`src/rtl/fight_pkg.sv`:
```
// Shared fighting-game definitions: reaction state encoding, default stun and
// knockback constants, and the screen coordinate width used by the collision stage.
package fight_pkg;

   localparam int COORD_W = 10;
   localparam int STUN_W  = 6;

   localparam logic [1:0] ST_IDLE      = 2'd0;
   localparam logic [1:0] ST_HITSTUN   = 2'd1;
   localparam logic [1:0] ST_BLOCKSTUN = 2'd2;
   localparam logic [1:0] ST_KO        = 2'd3;

   typedef enum logic [1:0] {
      S_IDLE      = ST_IDLE,
      S_HITSTUN   = ST_HITSTUN,
      S_BLOCKSTUN = ST_BLOCKSTUN,
      S_KO        = ST_KO
   } hr_state_e;

   localparam int DEF_HITSTUN_FRAMES   = 20;
   localparam int DEF_BLOCKSTUN_FRAMES = 10;
   localparam int DEF_KB_HIT_PX        = 8;
   localparam int DEF_KB_BLOCK_PX      = 3;

   // Knockback pushes the player away from the side it faces.
   function automatic logic signed [COORD_W-1:0] kb_signed(input int px,
                                                           input logic facing_right);
      logic signed [COORD_W-1:0] mag;
      mag = COORD_W'(px);
      return facing_right ? -mag : mag;
   endfunction

endpackage

```
`src/rtl/frame_edge_detect.sv`:
```
// Frame-tick-qualified rising-edge detector on the hit/block contact lines.
// A hit outranks a simultaneous block; a held overlap yields one edge only.
module frame_edge_detect (
   input  logic clk,
   input  logic rst_n,
   input  logic frame_tick_i,
   input  logic clear_i,
   input  logic hit_i,
   input  logic blocked_i,
   output logic new_hit_o,
   output logic new_block_o
);

   logic prev_q;
   logic prev_d;

   always_comb begin
      // NOTE: default assigned first so every path drives prev_d and no latch is inferred.
      prev_d = prev_q;
      if (clear_i) begin
         prev_d = 1'b0;
      end else if (frame_tick_i) begin
         prev_d = hit_i | blocked_i;
      end
   end

   // NOTE: non-blocking assignments so every flop samples pre-edge values.
   always_ff @(posedge clk or negedge rst_n) begin
      if (!rst_n) begin
         prev_q <= 1'b0;
      end else begin
         prev_q <= prev_d;
      end
   end

   assign new_hit_o   = frame_tick_i & hit_i & ~prev_q;
   assign new_block_o = frame_tick_i & blocked_i & ~hit_i & ~prev_q;

endmodule

```
`src/rtl/hit_reaction_ctrl.sv`:
```
// Per-player hit reaction: stun FSM, health, KO latch and knockback request,
// driven by frame-sampled contact edges from the collision check.
module hit_reaction_ctrl
   import fight_pkg::*;
#(
   parameter int HEALTH_W         = 8,
   parameter int MAX_HEALTH       = 100,
   parameter int HIT_DAMAGE       = 20,
   parameter int HITSTUN_FRAMES   = DEF_HITSTUN_FRAMES,
   parameter int BLOCKSTUN_FRAMES = DEF_BLOCKSTUN_FRAMES,
   parameter int KB_HIT_PX        = DEF_KB_HIT_PX,
   parameter int KB_BLOCK_PX      = DEF_KB_BLOCK_PX
) (
   input  logic                      clk,
   input  logic                      rst_n,
   input  logic                      frame_tick,
   input  logic                      round_reset,
   input  logic                      got_hit,
   input  logic                      got_blocked,
   input  logic                      facing_right,
   output logic                      in_hitstun,
   output logic                      in_blockstun,
   output logic                      ko,
   output logic [HEALTH_W-1:0]       health,
   output logic                      hit_event,
   output logic                      block_event,
   output logic                      kb_valid,
   output logic signed [COORD_W-1:0] kb_dx
);

   localparam logic [HEALTH_W-1:0] HEALTH_FULL = HEALTH_W'(MAX_HEALTH);
   localparam logic [HEALTH_W-1:0] DAMAGE      = HEALTH_W'(HIT_DAMAGE);
   localparam logic [STUN_W-1:0]   HSTUN_LEN   = STUN_W'(HITSTUN_FRAMES);
   localparam logic [STUN_W-1:0]   BSTUN_LEN   = STUN_W'(BLOCKSTUN_FRAMES);

   hr_state_e                 state_q, state_d;
   logic [STUN_W-1:0]         stun_cnt_q, stun_cnt_d;
   logic [HEALTH_W-1:0]       health_q, health_d;
   logic                      hit_ev_q, hit_ev_d;
   logic                      blk_ev_q, blk_ev_d;
   logic                      kb_valid_q, kb_valid_d;
   logic signed [COORD_W-1:0] kb_dx_q, kb_dx_d;

   logic new_hit;
   logic new_block;
   logic accept_hit;
   logic accept_block;
   logic in_stun;

   frame_edge_detect u_edge (
      .clk          (clk),
      .rst_n        (rst_n),
      .frame_tick_i (frame_tick),
      .clear_i      (round_reset),
      .hit_i        (got_hit),
      .blocked_i    (got_blocked),
      .new_hit_o    (new_hit),
      .new_block_o  (new_block)
   );

   // Guard crush: a fresh hit also breaks an ongoing block stun.
   assign accept_hit   = new_hit & ((state_q == S_IDLE) | (state_q == S_BLOCKSTUN));
   assign accept_block = new_block & (state_q == S_IDLE);
   assign in_stun      = (state_q == S_HITSTUN) | (state_q == S_BLOCKSTUN);

   always_comb begin
      state_d    = state_q;
      stun_cnt_d = stun_cnt_q;
      health_d   = health_q;
      hit_ev_d   = 1'b0;
      blk_ev_d   = 1'b0;
      kb_valid_d = 1'b0;
      kb_dx_d    = '0;

      if (round_reset) begin
         state_d    = S_IDLE;
         stun_cnt_d = '0;
         health_d   = HEALTH_FULL;
      end else if (accept_hit) begin
         health_d   = (health_q > DAMAGE) ? health_q - DAMAGE : '0;
         hit_ev_d   = 1'b1;
         kb_valid_d = 1'b1;
         kb_dx_d    = kb_signed(KB_HIT_PX, facing_right);
         if (health_d == '0) begin
            state_d    = S_KO;
            stun_cnt_d = '0;
         end else begin
            state_d    = S_HITSTUN;
            stun_cnt_d = HSTUN_LEN;
         end
      end else if (accept_block) begin
         state_d    = S_BLOCKSTUN;
         stun_cnt_d = BSTUN_LEN;
         blk_ev_d   = 1'b1;
         kb_valid_d = 1'b1;
         kb_dx_d    = kb_signed(KB_BLOCK_PX, facing_right);
      end else if (frame_tick && in_stun) begin
         // The tick that takes the count from 1 to 0 ends the stun.
         if (stun_cnt_q <= STUN_W'(1)) begin
            state_d    = S_IDLE;
            stun_cnt_d = '0;
         end else begin
            stun_cnt_d = stun_cnt_q - STUN_W'(1);
         end
      end
   end

   always_ff @(posedge clk or negedge rst_n) begin
      if (!rst_n) begin
         state_q    <= S_IDLE;
         stun_cnt_q <= '0;
         health_q   <= HEALTH_FULL;
         hit_ev_q   <= 1'b0;
         blk_ev_q   <= 1'b0;
         kb_valid_q <= 1'b0;
         kb_dx_q    <= '0;
      end else begin
         state_q    <= state_d;
         stun_cnt_q <= stun_cnt_d;
         health_q   <= health_d;
         hit_ev_q   <= hit_ev_d;
         blk_ev_q   <= blk_ev_d;
         kb_valid_q <= kb_valid_d;
         kb_dx_q    <= kb_dx_d;
      end
   end

   assign in_hitstun   = (state_q == S_HITSTUN);
   assign in_blockstun = (state_q == S_BLOCKSTUN);
   assign ko           = (state_q == S_KO);
   assign health       = health_q;
   assign hit_event    = hit_ev_q;
   assign block_event  = blk_ev_q;
   assign kb_valid     = kb_valid_q;
   assign kb_dx        = kb_dx_q;

endmodule

```
`config.mk`:
```
export PLATFORM = sky130hd
export DESIGN_NAME = hit_reaction_ctrl
export DESIGN_NICKNAME = d
export VERILOG_FILES = /design/src/rtl/fight_pkg.sv /design/src/rtl/frame_edge_detect.sv /design/src/rtl/hit_reaction_ctrl.sv
export SDC_FILE = /design/constraint.sdc
export NUM_CORES = 1
export LEC_CHECK = 0
export ABC_AREA = 1
export ABC_CLOCK_PERIOD_IN_PS = 1830
export BUFFER_PORTS_ARGS = -buffer_cell sky130_fd_sc_hd__buf_2
export CAP_MARGIN = 25
export CORE_ASPECT_RATIO = 1.2
export CORE_UTILIZATION = 47
export DETAILED_ROUTE_END_ITERATION = 10
export PLACE_DENSITY_LB_ADDON = 0.12
export SLEW_MARGIN = 5
export SYNTH_ARGS = -nofsm -noshare
export SYNTH_HDL_FRONTEND = slang
export SYNTH_SLANG_ARGS = --single-unit
```
`constraint.sdc`:
```
create_clock -name clk -period 1.83 [get_ports clk]
set_input_delay 0.183 -clock clk [delete_from_list [all_inputs] [get_ports clk]]
set_output_delay 0.183 -clock clk [all_outputs]
set_load 0.02 [all_outputs]
```
==> metrics list <==
- Core Box Area: 2790 um^2
- In this run the number of H-tree levels came out at 1.
- Max-capacitance violation count: 0
* Highest-count cells in the layout ignoring fill and taps: 35 x nand2_1, 30 x buf_2, 25 x inv_1
- Die footprint: 3160 um^2
- Post-Synth XOR/XNOR Area: 1.27%
- Portion of total power attributed to sequential cells: between 30% and 40%
- The biggest area contributor in the post-synthesis netlist is dfrtp_1.
* Placed cells: approximately 230
* Number of standard cells after synthesis: about 170
- Total design power: 0.00169 W
- On the critical path, the stage with the largest delay is an instance of dfstp_2.
* Path category of the worst min-delay check: input port to flip-flop
* Area occupied by multi-input gates: 638 um^2
* Pwr dens: about 1000 nW/um^2
- Of the cells placed in the final design, the portion with a size suffix greater than 1 is between 30% and 40%.
- Input and output buffers added on the ports amount to 30.
- In this run the vertical extent of the chip is roughly 60 um.
- Switching fraction of total power: 36.5%
* Final layout net count: 219
- For this run, the slowest stage of the critical path takes 560 ps.
* Grt ovf: 0
- For the pin with the worst max-slew slack, the measured transition is 543 ps.
- Worst reg-to-reg path cell count: 12
- Sink count of the clock tree: 24
* Peak supply drop: 0.000780 V
- Number of cells on the worst hold path: 2
- Die span in x: 51.5 um
- Using the TritonRoute via totals, the vias-per-cell ratio works out to ~5.0.
* Total routing usage reported by global routing: 19.1%
* Cell Area, Synth: 1380 um^2
* DRC marker count from the first detailed-route iteration: 13
* Async set-reset flop share out of synthesis: 100%
* Number of optimization iterations in the first detailed-route pass: 4
- After the flow finishes, the layout carries non-filler instances totaling 237.
- The number of clock buffers added by TritonCTS is 3.
- Timing would allow up to 589 MHz.
* Total count of max-transition violations in the final report: 0
* Signal arrival time at the worst endpoint: 1930 ps
* Clock share of power: between 20 and 25%
* Minimum clock period after layout: approximately 1700 ps
- Worst clock skew: 4.65 ps
- Number of antenna violations at the first check in global routing: 0
* Via count of the first global-routing pass: approximately 1.1k
- Portion of synthesized cell area occupied by the leading cell type: between 30% and 40%
- CTS root buffer: clkbuf_4
* Relative slew margins: 63.8%
- Gate power share: 37.3%
- Clock tree from TritonCTS: done
- Measured against the total synthesized area, the mux share comes to 0%.
- Post-synthesis sequential area ratio: between 40% and 50%
* Average cell area after synthesis: 8.18 um^2
- After filler insertion, the fill cell instance count of the layout stands at roughly 280.
* Data required time at the worst endpoint: roughly 2100 ps
* Reg clk slew, reported paths: 140 ps
- Ordered cell list for the critical path: inv_1, ha_2, inv_1, nand2_2, inv_2, nand2_1, nand2_1, nand3_2, nand3_2, nand2_1, nand2_1, nand2_1
* Wire length of the first global-routing pass: 4480 um
- In this run the static leakage power is 0.928 nW.
* Kind of launch point of the worst setup path: flip-flop
- Remaining antenna violation count after routing: 0
- Counting flops with a built-in enable in the synthesized netlist gives 0.
- Setup violations remaining at the end of the flow were counted as 0.
- Count of synthesis-stage warnings from yosys: 0
- Clock insertion delay at the later pin of the skew report: between 300 and 400 ps
- After Yosys synthesis, full adders, half adders and majority gates account for under 10% of the synthesized area.
- P_sw: 0.000617 W
- Final number of hold-violating endpoints: 0
- Tcrit/Tclk final: 92.9%
- Simple-gate share of the synthesized area: 26.8%
- Leaving out fill and tap cells, the most frequent cell in the layout is nand2_1.
- The sequential cells in the finished layout cover a total of slightly above 600 um^2.
- The repair_antennas step left the layout with diodes totalling 0.
- By startpoint and endpoint, the worst setup path is classified as flip-flop to flip-flop.
* Sum of routed wire length over all layers: 2710 um
- The congestion estimate from routability-driven global placement came to 0.838.
- The synthesized netlist devotes 9.77% of its cell area to compound gates.
- The HPWL after detailed placement is between 2000 and 2500 um.
- Number of unique standard cell types used by synthesis: 30
- Synthesis-to-layout area growth: 19.2%
* Top-Level Pins: 31
- For this run, the leading register cell type out of synthesis is dfrtp_1.
* Maximum number of pins on one net before global-route repair: 25
- Crit path capture type: flip-flop
* Starting utilization of the core area: 49.6%
- The internal portion of the total power is between 0.001 and 0.0015 W.
- Most area-consuming cells after synthesis: dfrtp_1 38%, nand2_1 9.8%, ha_1 7.2%, inv_1 7.1%, dfstp_2 5.7%
- Detailed routing inserted a total of 1191 vias.
- Site row count: 21
* Syn_nets: 184
* Main combinational cell family by area after synthesis: simple AND/OR/NAND/NOR gates
- Number of synthesized register bits: 24
- Per-cell routed wire length: 11.4 um
- In this design, the critical path's most frequently occurring cell is nand2_1.
* Outcome: finished, final reports clean
- Crit-path max FO: 5
- Number of remaining DRC errors: 0
- Number of buffers on the longest clock path: 2
## cells by family after synthesis
logic type | count (synthesis)
AOI/OAI and AO/OA | 23
buffers and inverters | 35
DFF | 24
xor gates and xnor gates | 2
and+or+nand+nor | 77
adders and majority gates | 8
## path summary, 6_finish.rpt
| check | from | end | slack, ps |
|---|---|---|---|
| worst max-delay path | health[2]$_DFFE_PN1P_ | state_q[1]$_DFFE_PN0P_ | 130 |
| worst min-delay path | round_reset | u_edge.prev_q$_DFFE_PN0P_ | 80 |
| worst min register to register | health[5]$_DFFE_PN1P_ | health[5]$_DFFE_PN1P_ | 560 |
| min in group asynchronous | rst_n | kb_dx[2]$_DFF_PN0_ | 360 |
| max in group asynchronous | rst_n | health[2]$_DFFE_PN1P_ | 1090 |
| worst max register to register | health[2]$_DFFE_PN1P_ | state_q[1]$_DFFE_PN0P_ | 130 |
## area by class of cell
| type | count | share of cell area (%) |
|---|---|---|
| Multi-Input combinational cell | 110 | 38.7 |
| Sequential cell | 24 | 36.7 |
| Timing Repair Buffer | 36 | 12.1 |
| Inverter | 29 | 6.68 |
| Tap cell | 34 | 2.58 |
| Clock inverter | 1 | 1.82 |
| Clock buffer | 3 | 1.37 |
## power groups by stage
stage / combinational (W) / sequential, W / clock, W
after CTS: 0.000607 / 0.000670 / 0.000403
after detailed placement: 0.000601 / 0.000680 / 0
after global routing: 0.000733 / 0.000679 / 0.000416
after global placement: 0.000583 / 0.000677 / 0
final: 0.000630 / 0.000670 / 0.000389
after floorplan: 0.000457 / 0.000686 / 0
## synthesized netlist by cell type, drive strengths merged, types with 3 or more instances
| cell | n |
|---|---|
| a21oi | 7 |
| o22ai | 5 |
| ha | 8 |
| inv | 28 |
| buf | 6 |
| nand3 | 14 |
| nor2 | 20 |
| nand2 | 39 |
| o21ai | 7 |
| dfstp | 3 |
| dfrtp | 21 |
## state kept, by name, summed over array words and instances (netlist names)
signal	count
hit_event	1
stun_cnt_q	6
kb_dx	5
u_edge.prev_q	1
health	8
state_q	2
kb_valid	1
## layer usage
layer,up-vias,track usage [%],share of wire [%]
li1,604,-,-
met1,559,20.6,43
met2,24,37.5,53
met3,4,2.96,2.6
met4,0,6.95,1.2
met5,-,0,0
## through the flow
stage,hold slack (ps),worst slack (ps),setup TNS (ps),util [%],area [um^2]
3_5_place_dp,200,88.9,0,54.9,1530
2_1_floorplan,-113,143,0,-,1380
5_1_grt,74.0,-12.2,-19.3,59.2,1650
6_report,83.2,131,0,59.2,1650
4_1_cts,77.3,59.5,0,57.5,1600
3_3_place_gp,187,124,0,54.9,1530
## worst max-delay path, delay by kind of cell (launching register included)
family        cells  cell delay [ps]
fa+ha+maj         1              200
buf+inv           3              240
simple gates      8              620
flops             1              560
## what timing repair did
| action | 4_1_cts | 5_1_grt |
|---|---|---|
| hold endpoints to repair | 22 | 0 |
| gates resized for setup | 0 | 6 |
| endpoints found under the setup margin | 0 | 8 |
| buffers inserted | 0 | 4 |
| hold buffers | 2 | 0 |
Power figures use the tool's default switching activity.
